**config.mk**
```make
export PLATFORM = sky130hd
export DESIGN_NAME = sort_arbiter
export DESIGN_NICKNAME = d
export VERILOG_FILES = /design/src/rtl/sort_arbiter.sv
export SDC_FILE = /design/constraint.sdc
export NUM_CORES = 1
export LEC_CHECK = 0
export BUFFER_PORTS_ARGS = -buffer_cell sky130_fd_sc_hd__buf_4
export CAP_MARGIN = 20
export CORE_UTILIZATION = 48
export CTS_BUF_LIST = sky130_fd_sc_hd__clkbuf_8
export CTS_CLUSTER_SIZE = 28
export DETAILED_ROUTE_END_ITERATION = 10
export PLACE_DENSITY = 0.93
export SLEW_MARGIN = 20
export SYNTH_ARGS = -nofsm -noshare
export SYNTH_HDL_FRONTEND = slang
export SYNTH_SLANG_ARGS = --single-unit
```
**constraint.sdc**
```tcl
create_clock -name clk_i -period 3.9 [get_ports clk_i]
set_input_delay 0.78 -clock clk_i [delete_from_list [all_inputs] [get_ports clk_i]]
set_output_delay 0.78 -clock clk_i [all_outputs]
set_load 0.05 [all_outputs]
```
**src/rtl/sort_arbiter.sv**
```systemverilog
// rtl/sort_arbiter.sv - round-robin packet arbiter sharing one sort engine among NUM_CH streams
// Grants whole packets into the engine and routes sorted results back through a FIFO of channel tags.
module sort_arbiter #(
  parameter int NUM_CH    = 4,
  parameter int DWIDTH    = 8,
  parameter int TAG_DEPTH = 4
) (
  input  logic                     clk_i,
  input  logic                     srst_i,
  input  logic [NUM_CH*DWIDTH-1:0] snk_data_i,
  input  logic [NUM_CH-1:0]        snk_startofpacket_i,
  input  logic [NUM_CH-1:0]        snk_endofpacket_i,
  input  logic [NUM_CH-1:0]        snk_valid_i,
  output logic [NUM_CH-1:0]        snk_ready_o,
  output logic [DWIDTH-1:0]        eng_data_o,
  output logic                     eng_startofpacket_o,
  output logic                     eng_endofpacket_o,
  output logic                     eng_valid_o,
  input  logic                     eng_ready_i,
  input  logic [DWIDTH-1:0]        eng_data_i,
  input  logic                     eng_startofpacket_i,
  input  logic                     eng_endofpacket_i,
  input  logic                     eng_valid_i,
  output logic                     eng_ready_o,
  output logic [DWIDTH-1:0]        src_data_o,
  output logic                     src_startofpacket_o,
  output logic                     src_endofpacket_o,
  output logic [NUM_CH-1:0]        src_valid_o,
  input  logic [NUM_CH-1:0]        src_ready_i
);

  localparam int CW = (NUM_CH > 1) ? $clog2(NUM_CH) : 1;
  localparam int AW = $clog2(TAG_DEPTH);

  typedef enum logic {ST_IDLE, ST_XFER} state_t;

  state_t          state_q, state_d;
  logic [CW-1:0]   grant_q, grant_d;
  logic [CW-1:0]   ptr_q, ptr_d;
  logic [CW-1:0]   tag_mem_q [TAG_DEPTH];
  logic [CW-1:0]   tag_mem_d [TAG_DEPTH];
  logic [AW-1:0]   wr_ptr_q, wr_ptr_d;
  logic [AW-1:0]   rd_ptr_q, rd_ptr_d;
  logic [AW:0]     count_q, count_d;

  logic [NUM_CH-1:0] req;
  logic              pick_found;
  logic [CW-1:0]     pick_idx;
  logic              tag_full;
  logic              tag_vld;
  logic [CW-1:0]     head;
  logic              push;
  logic              pop;

  function automatic logic [CW-1:0] rr_index(input logic [CW-1:0] base, input int off);
    int s;
    s = int'(base) + off;
    if (s >= NUM_CH) s = s - NUM_CH;
    return CW'(s);
  endfunction

  // Only a SOP beat can open a request; a stray mid-packet beat stalls its channel.
  assign req      = snk_valid_i & snk_startofpacket_i;
  assign tag_vld  = (count_q != '0);
  assign tag_full = (count_q == (AW+1)'(TAG_DEPTH));
  assign head     = tag_mem_q[rd_ptr_q];

  always_comb begin
    pick_found = 1'b0;
    pick_idx   = '0;
    for (int i = 0; i < NUM_CH; i++) begin
      if (!pick_found && req[rr_index(ptr_q, i)]) begin
        pick_found = 1'b1;
        pick_idx   = rr_index(ptr_q, i);
      end
    end
  end

  always_comb begin
    state_d             = state_q;
    grant_d             = grant_q;
    ptr_d               = ptr_q;
    push                = 1'b0;
    snk_ready_o         = '0;
    eng_valid_o         = 1'b0;
    eng_data_o          = '0;
    eng_startofpacket_o = 1'b0;
    eng_endofpacket_o   = 1'b0;
    if (state_q == ST_IDLE) begin
      if (pick_found && !tag_full) begin
        push    = 1'b1;
        grant_d = pick_idx;
        ptr_d   = (pick_idx == CW'(NUM_CH - 1)) ? '0 : pick_idx + CW'(1);
        state_d = ST_XFER;
      end
    end else begin
      eng_valid_o          = snk_valid_i[grant_q];
      eng_data_o           = snk_data_i[grant_q*DWIDTH +: DWIDTH];
      eng_startofpacket_o  = snk_startofpacket_i[grant_q];
      eng_endofpacket_o    = snk_endofpacket_i[grant_q];
      snk_ready_o[grant_q] = eng_ready_i;
      if (snk_valid_i[grant_q] && eng_ready_i && snk_endofpacket_i[grant_q]) begin
        state_d = ST_IDLE;
      end
    end
  end

  always_comb begin
    src_valid_o         = '0;
    eng_ready_o         = 1'b0;
    src_data_o          = '0;
    src_startofpacket_o = 1'b0;
    src_endofpacket_o   = 1'b0;
    if (tag_vld) begin
      for (int k = 0; k < NUM_CH; k++) begin
        src_valid_o[k] = eng_valid_i && (head == CW'(k));
      end
      eng_ready_o         = src_ready_i[head];
      src_data_o          = eng_data_i;
      src_startofpacket_o = eng_startofpacket_i;
      src_endofpacket_o   = eng_endofpacket_i;
    end
  end

  assign pop = tag_vld && eng_valid_i && eng_ready_o && eng_endofpacket_i;

  // Grant is gated by the registered full flag, so a push never lands on a live slot.
  always_comb begin
    tag_mem_d = tag_mem_q;
    wr_ptr_d  = wr_ptr_q;
    rd_ptr_d  = rd_ptr_q;
    count_d   = count_q;
    if (push) begin
      tag_mem_d[wr_ptr_q] = pick_idx;
      wr_ptr_d            = wr_ptr_q + AW'(1);
    end
    if (pop) begin
      rd_ptr_d = rd_ptr_q + AW'(1);
    end
    if (push && !pop) begin
      count_d = count_q + (AW+1)'(1);
    end else if (!push && pop) begin
      count_d = count_q - (AW+1)'(1);
    end
  end

  always_ff @(posedge clk_i) begin
    if (srst_i) begin
      state_q  <= ST_IDLE;
      grant_q  <= '0;
      ptr_q    <= '0;
      wr_ptr_q <= '0;
      rd_ptr_q <= '0;
      count_q  <= '0;
      for (int i = 0; i < TAG_DEPTH; i++) begin
        tag_mem_q[i] <= '0;
      end
    end else begin
      state_q   <= state_d;
      grant_q   <= grant_d;
      ptr_q     <= ptr_d;
      wr_ptr_q  <= wr_ptr_d;
      rd_ptr_q  <= rd_ptr_d;
      count_q   <= count_d;
      tag_mem_q <= tag_mem_d;
    end
  end

endmodule
```
==> impl_metrics.yaml, run 1 <==
run_status:
  status: "finished clean"
cts:
  cts_sinks: 20
  root_buffer: "clkbuf_8"
  cts_tree: "yes"
  insertion_delay_ns: 0.26
  post_cts_buffers: 0
  cts_max_path_buffers: 2
  cts_buffers: 3
  cts_hold_buf: 0
  cts_max_level: 1
  cts_resized: 0
  clk_pin_slew_ns: 0.07
finish:
  layout-drive-gt1-share: 0.4335
  fillers: 227
  multi_input_area_um2: 1090
  regArea_um2: 400.4
  nNetsFinal: 333
  diodes: 0
  area_growth_pct: 48.83
floorplan:
  io_pins: 92
  die_w_um: 58.83
  rows: 20
  initial_core_util: 0.5078
  die_area_um2: 3461
  die_h_um: 58.83
  coreArea_um2: 3053
synth:
  syn_area_per_cell_um2: 8.758
  postSynthNetCount: 245
  synthesis.area_um2: 1550
  ys_ff_latch: 20
  yosys.area.top_type: "dfxtp_1"
  ys_top_cells_by_count: "and2_1, dfxtp_1, nand2_1"
  yosys-top-cells-area: "dfxtp_1, mux4_2, and2_1"
  synth_edf_count: 0
  yosysMostFrequentCell: "and2_1"
  postSynthCellCount: 177
  synthArstFlopShare: 0
  yosysWarnings: 0
  post_synth_num_cell_types: 35
  synth_flop_cell: "dfxtp_1"
  synth_seq_area_share: 0.2583
  netlist.area_leader.share: 0.2583
power_and_ir_drop:
  comb_power_share: 0.674
  seqPwrFrac: 0.233
  clkPwrFrac: 0.093
  leakage_nw: 1.026
  swShare: 0.5134
  ir_worst_vdd_mv: 0.4200
  p_sw_mw: 0.7292
  power_density_nw_per_um2: 615.7
  internal_power_mw: 0.6913
sta:
  maxSlewViolCount: 0
  fin_crit_sh: 0.7488
  period_needed_ns: 2.920
  hold_viol: 0
  rsz0062_at_grt: "false"
  clock_skew_ns: 0.006115
  clock.fmax_mhz: 342.4
  slew-limit-headroom: 0.4492
  hold_slack_ns: 0.4509
  worst-slew-pin-transition_ns: 0.8250
  tns_ns: 0
  finalSetupViolCount: 0
worst_hold_path:
  holdPathEnd: "tag_mem_q[2]"
  min_path_type: "reg -> reg"
  hold_path_depth: 2
  worstHoldStart: "tag_mem_q[2]"
drt:
  drtAntennaViolNets: 0
  first_iter_violations: 45
  routed_via_density: 5.345
  drc: 0
  wl_per_cell_um: 13.62
  num_vias: 1641
  drt_wl_total_mm: 4.181
  dr.pass1.iters: 4
placed_design:
  io_buffers: 91
  gp_congestion: 0.8290
  hpwlAfterDp_mm: 3.234
worst_setup_path:
  worstPathArrival_ns: 2.14
  worstSetupPathType: "reg -> out"
  reg2reg_slack_ns: 1.10
  r2r_start: "rd_ptr_q[0]"
  cp_slowest_cell: "mux4_2"
  crit_path_max_incr_delay_ns: 0.61
  rr_endpoint: "count_q[2]"
  path_cells: "mux4_2 -> mux2i_1 -> mux2_4 -> and2b_2 -> buf_4"
  end_kind: "output pin"
  worstSetupStartpointType: "register"
  ff2ff_path_depth: 10
  crit_required_ns: 3.12
  crit_start: "rd_ptr_q[0]"
  path_max_fanout: 5
flow_run:
  max_cap_viol_count: 0
global_routing:
  antenna_found_initial: 0
  grt_max_degree: 23
  grt_pass1_vias: 1485
  gr-usage-all-layers: 0.2404
  grt_pass1_wl_mm: 6.417
  grt-ovfl-total: 0
-- cell usage in the layout (no fill, tap or decap) --
cell type	instances
nand2_1	17
a22oi_1	1
ha_1	5
and2_1	21
nor3_1	3
and2b_2	1
dfxtp_1	20
or2_2	1
o211a_1	1
fa_1	1
nor2b_1	2
nor2_1	14
inv_1	8
o21ai_0	6
mux2_2	2
and3_1	1
a21oi_1	15
nor3b_1	2
or3_1	3
nand3b_1	1
buf_4	92
clkbuf_8	3
nand3_1	14
xor2_1	2
mux2i_1	4
mux4_2	12
mux4_1	1
o22a_1	1
nand2b_1	1
a311oi_1	1
o221a_2	1
a311oi_2	1
a2bb2oi_1	1
xnor2_1	2
mux2_4	1
o2111ai_1	1
-- state kept, by name, summed over array words and instances (netlist names) --
signal and cells:
rd_ptr_q 2, state_q 1, tag_mem_q 8, grant_q 2
ptr_q 2, count_q 3, wr_ptr_q 2
-- worst max-delay path by stage --
stage and endpoint:
2_1_floorplan count_q[2], 3_3_place_gp count_q[2], 3_5_place_dp count_q[2], 4_1_cts eng_ready_o, 5_1_grt eng_valid_o, 6_report eng_ready_o
-- worst max-delay path, delay by kind of cell (launching register included) --
| kind | cells | cell delay [ns] |
|---|---|---|
| muxes | 3 | 1.05 |
| DFF | 1 | 0.43 |
| and+or+nand+nor | 1 | 0.22 |
| buffers and inverters | 1 | 0.19 |
-- through the flow --
stage	setup slack [ns]	cell area [um^2]	util	instances	power, mW
final	0.9797	2307	0.7557	307	1.421
after global routing	0.8608	2307	0.7557	307	1.504
after CTS	0.9884	2307	0.7557	307	1.422
after detailed placement	1.158	2266	0.7422	304	1.287
after global placement	1.243	2266	0.7422	304	1.268
after floorplan	1.031	1550	-	177	1.025
-- routing by layer --
metal / wire length, um / track usage / part of all wire / vias to the layer above
met5: 0 / 0 / 0 / -
met4: 121 / 0.07483 / 0.029 / 0
met3: 271 / 0.05934 / 0.065 / 12
li1: - / - / - / 813
met2: 2175 / 0.4432 / 0.52 / 59
met1: 1613 / 0.2702 / 0.39 / 757
-- cells by family (layout without fill, tap and decap cells) --
family	after synthesis	count (layout)	synth area share
AO/OA/AOI/OAI	29	29	0.1146
XOR/XNOR	4	4	0.02260
adder cells (fa/ha/maj)	6	6	0.05327
buffers and inverters	17	103	0.04278
flip-flops	20	20	0.2583
multiplexers	20	20	0.2413
AND/OR/NAND/NOR	81	81	0.2672
-- power groups by stage --
stage	Sequential (mW)	Combinational [mW]	Clock, mW
floorplan	0.293	0.732	0
global placement	0.332	0.936	0
detailed placement	0.335	0.953	0
CTS	0.330	0.957	0.134
global route	0.344	1.02	0.142
finish	0.331	0.957	0.132
-- area by class of cell --
class	instances	share of cell area
repair buffers	92	0.2993
flip-flops and latches	20	0.1735
inverters	8	0.01302
multi-input cells	140	0.4723
well taps	44	0.02386
clock buffers	3	0.01790
No activity file was read; power rests on OpenSTA's default activity.
==> run 2, diff against run 1 <==
- CORE_UTILIZATION: 48 -> 41
- PLACE_DENSITY: 0.93 -> 0.85
- clock period: 3.9 -> 2.55 ns (I/O delays scaled with it)
==> run 2 against run 1 <==
- the run now ends with negative setup slack left
- sequential share of layout area is 0.84 points lower
- global-route usage decreased by 1.2 points
- sequential cell count unchanged
- sequential power grew 45%
- power up 66%
- critical endpoint unchanged
- via count grew 1.3%
- register-to-register slack got worse by 1.1 ns
- worst hold slack improved by 0.0090 ns
==> impl_metrics.yaml, run 2 (synthesis gave the netlist of run 1 again) <==
run_status:
  status: "finished with violations"
  violations: "negative setup slack"
floorplan:
  coreArea_um2: 3468
  die_w_um: 63.49
  initial_core_util: 0.4470
  io_pins: 92
  die_h_um: 63.49
  rows: 21
  die_area_um2: 4031
cts:
  root_buffer: "clkbuf_8"
  clk_pin_slew_ns: 0.07
  cts_max_path_buffers: 2
  insertion_delay_ns: 0.26
  cts_buffers: 3
  cts_max_level: 1
  cts_tree: "yes"
  cts_sinks: 20
power_and_ir_drop:
  internal_power_mw: 1.191
  swShare: 0.4951
  seqPwrFrac: 0.204
  p_sw_mw: 1.168
  leakage_nw: 1.094
  power_density_nw_per_um2: 963.8
  clkPwrFrac: 0.102
  ir_worst_vdd_mv: 0.4766
  fin_total_pwr_mw: 2.359
  comb_power_share: 0.695
sta:
  clock_skew_ns: 0.002805
  clock.fmax_mhz: 388.2
  fin_crit_sh: 1.010
  period_needed_ns: 2.576
  rsz0062_at_grt: "true"
  maxSlewViolCount: 0
  finalSetupViolCount: 1
  finalWorstSetupSlack_ns: -0.02596
  hold_viol: 0
  slew-limit-headroom: 0.6086
  worst-slew-pin-transition_ns: 0.5863
drt:
  drt_wl_total_mm: 4.340
  routed_via_density: 5.181
  drtAntennaViolNets: 0
  num_vias: 1663
  wl_per_cell_um: 13.52
  first_iter_violations: 59
  drc: 0
  dr.pass1.iters: 4
finish:
  fillers: 277
  regMostFlops: "tag_mem_q"
  area_growth_pct: 57.87
  largest_register_ffs: 8
  layout_commonest_cell: "buf_4"
  mostFrequentLayoutCells: "buf_4, and2_1, dfxtp_1, nand2_1"
  diodes: 0
  final_core_utilization: 0.7056
  final_area_um2: 2447
  nNetsFinal: 344
  largest_registers: "tag_mem_q: 8 flops, count_q: 3 flops"
  layout-drive-gt1-share: 0.4800
worst_setup_path:
  crit_start: "rd_ptr_q[0]"
  cp_top_family: "multiplexers"
  worstPathArrival_ns: 2.07
  crit_buf_inv: 2
  worstSetupStartpointType: "register"
  crit_path_max_incr_delay_ns: 0.55
  path_max_fanout: 3
  end_kind: "output pin"
  crit_required_ns: 2.04
  cp_slowest_cell: "mux4_2"
  r2r_start: "rd_ptr_q[0]"
  path_cells: "mux4_2 -> mux2i_1 -> mux2_4 -> buf_6 -> and2b_2 -> buf_8"
  worstSetupPathType: "reg -> out"
placed_design:
  gp_congestion: 0.8095
  hpwlAfterDp_mm: 3.313
  io_buffers: 91
  placed_area_um2: 2350
global_routing:
  gr-usage-all-layers: 0.2286
  grt_pass1_vias: 1721
  grt_max_degree: 23
  grt-ovfl-total: 0
  antenna_found_initial: 0
  grt_pass1_wl_mm: 7.403
worst_hold_path:
  worstHoldStart: "tag_mem_q[1]"
  min_path_type: "reg -> reg"
flow_run:
  max_cap_viol_count: 0
run 2: final cells by class:
| cell class | count | area (um^2) | area share |
|---|---|---|---|
| Inverter | 8 | 30.03 | 0.01227 |
| Timing Repair Buffer | 103 | 784.5 | 0.3206 |
| Multi-Input combinational cell | 140 | 1116 | 0.4560 |
| Tap cell | 46 | 57.56 | 0.02352 |
| Sequential cell | 20 | 404.1 | 0.1651 |
| Clock buffer | 4 | 55.05 | 0.02249 |
run 2: routing by layer:
metal | up-vias | share of wire | global-route usage
li1 | 825 | - | -
met2 | 62 | 0.52 | 0.4282
met1 | 774 | 0.40 | 0.2523
met3 | 2 | 0.076 | 0.06341
met5 | - | 0 | 0
met4 | 0 | 0.0028 | 0.04830
run 2: worst register-to-register path: stages, from the launching register on:
cell and delay (ns):
dfxtp_4 0.37, mux4_2 0.55, mux2i_1 0.14, mux2_4 0.28, or2_4 0.24, ha_4 0.16
inv_2 0.05, fa_2 0.42, mux2i_1 0.16, nor2_1 0.06
run 2: worst paths after layout:
check                                    end  slack [ns]  cells after the start
worst max register to register    count_q[1]           0                      9
worst max-delay path             eng_ready_o       -0.03                      6
worst min register to register  tag_mem_q[1]        0.46                      2
worst min-delay path            tag_mem_q[1]        0.46                      2
run 2: stage by stage:
step	setup slack, ns	setup TNS (ns)	hold WS [ns]	instances
6_report	-0.02596	-0.02596	0.4599	321
5_1_grt	-0.1160	-0.2856	0.4897	321
4_1_cts	-0.03416	-0.03416	0.4634	321
3_5_place_dp	-0.06496	-0.07942	0.4531	316
3_3_place_gp	0.01004	0	0.4426	316
2_1_floorplan	-0.01563	-0.01563	0.4315	177
run 2: repair_timing:
action                                  CTS  global route
gates resized for setup                   8             2
endpoints found under the setup margin    3             3
pin swaps                                 2             0
hold buffers                              0             0
buffers inserted                          1             0
run 2: power by group through the flow:
stage                     sequential [mW]  clock, mW  combinational (mW)
final                               0.481      0.240                1.64
after global routing                0.497      0.257                1.77
after CTS                           0.481      0.242                1.63
after detailed placement            0.485          0                1.57
after global placement              0.483          0                1.54
after floorplan                     0.449          0                1.12
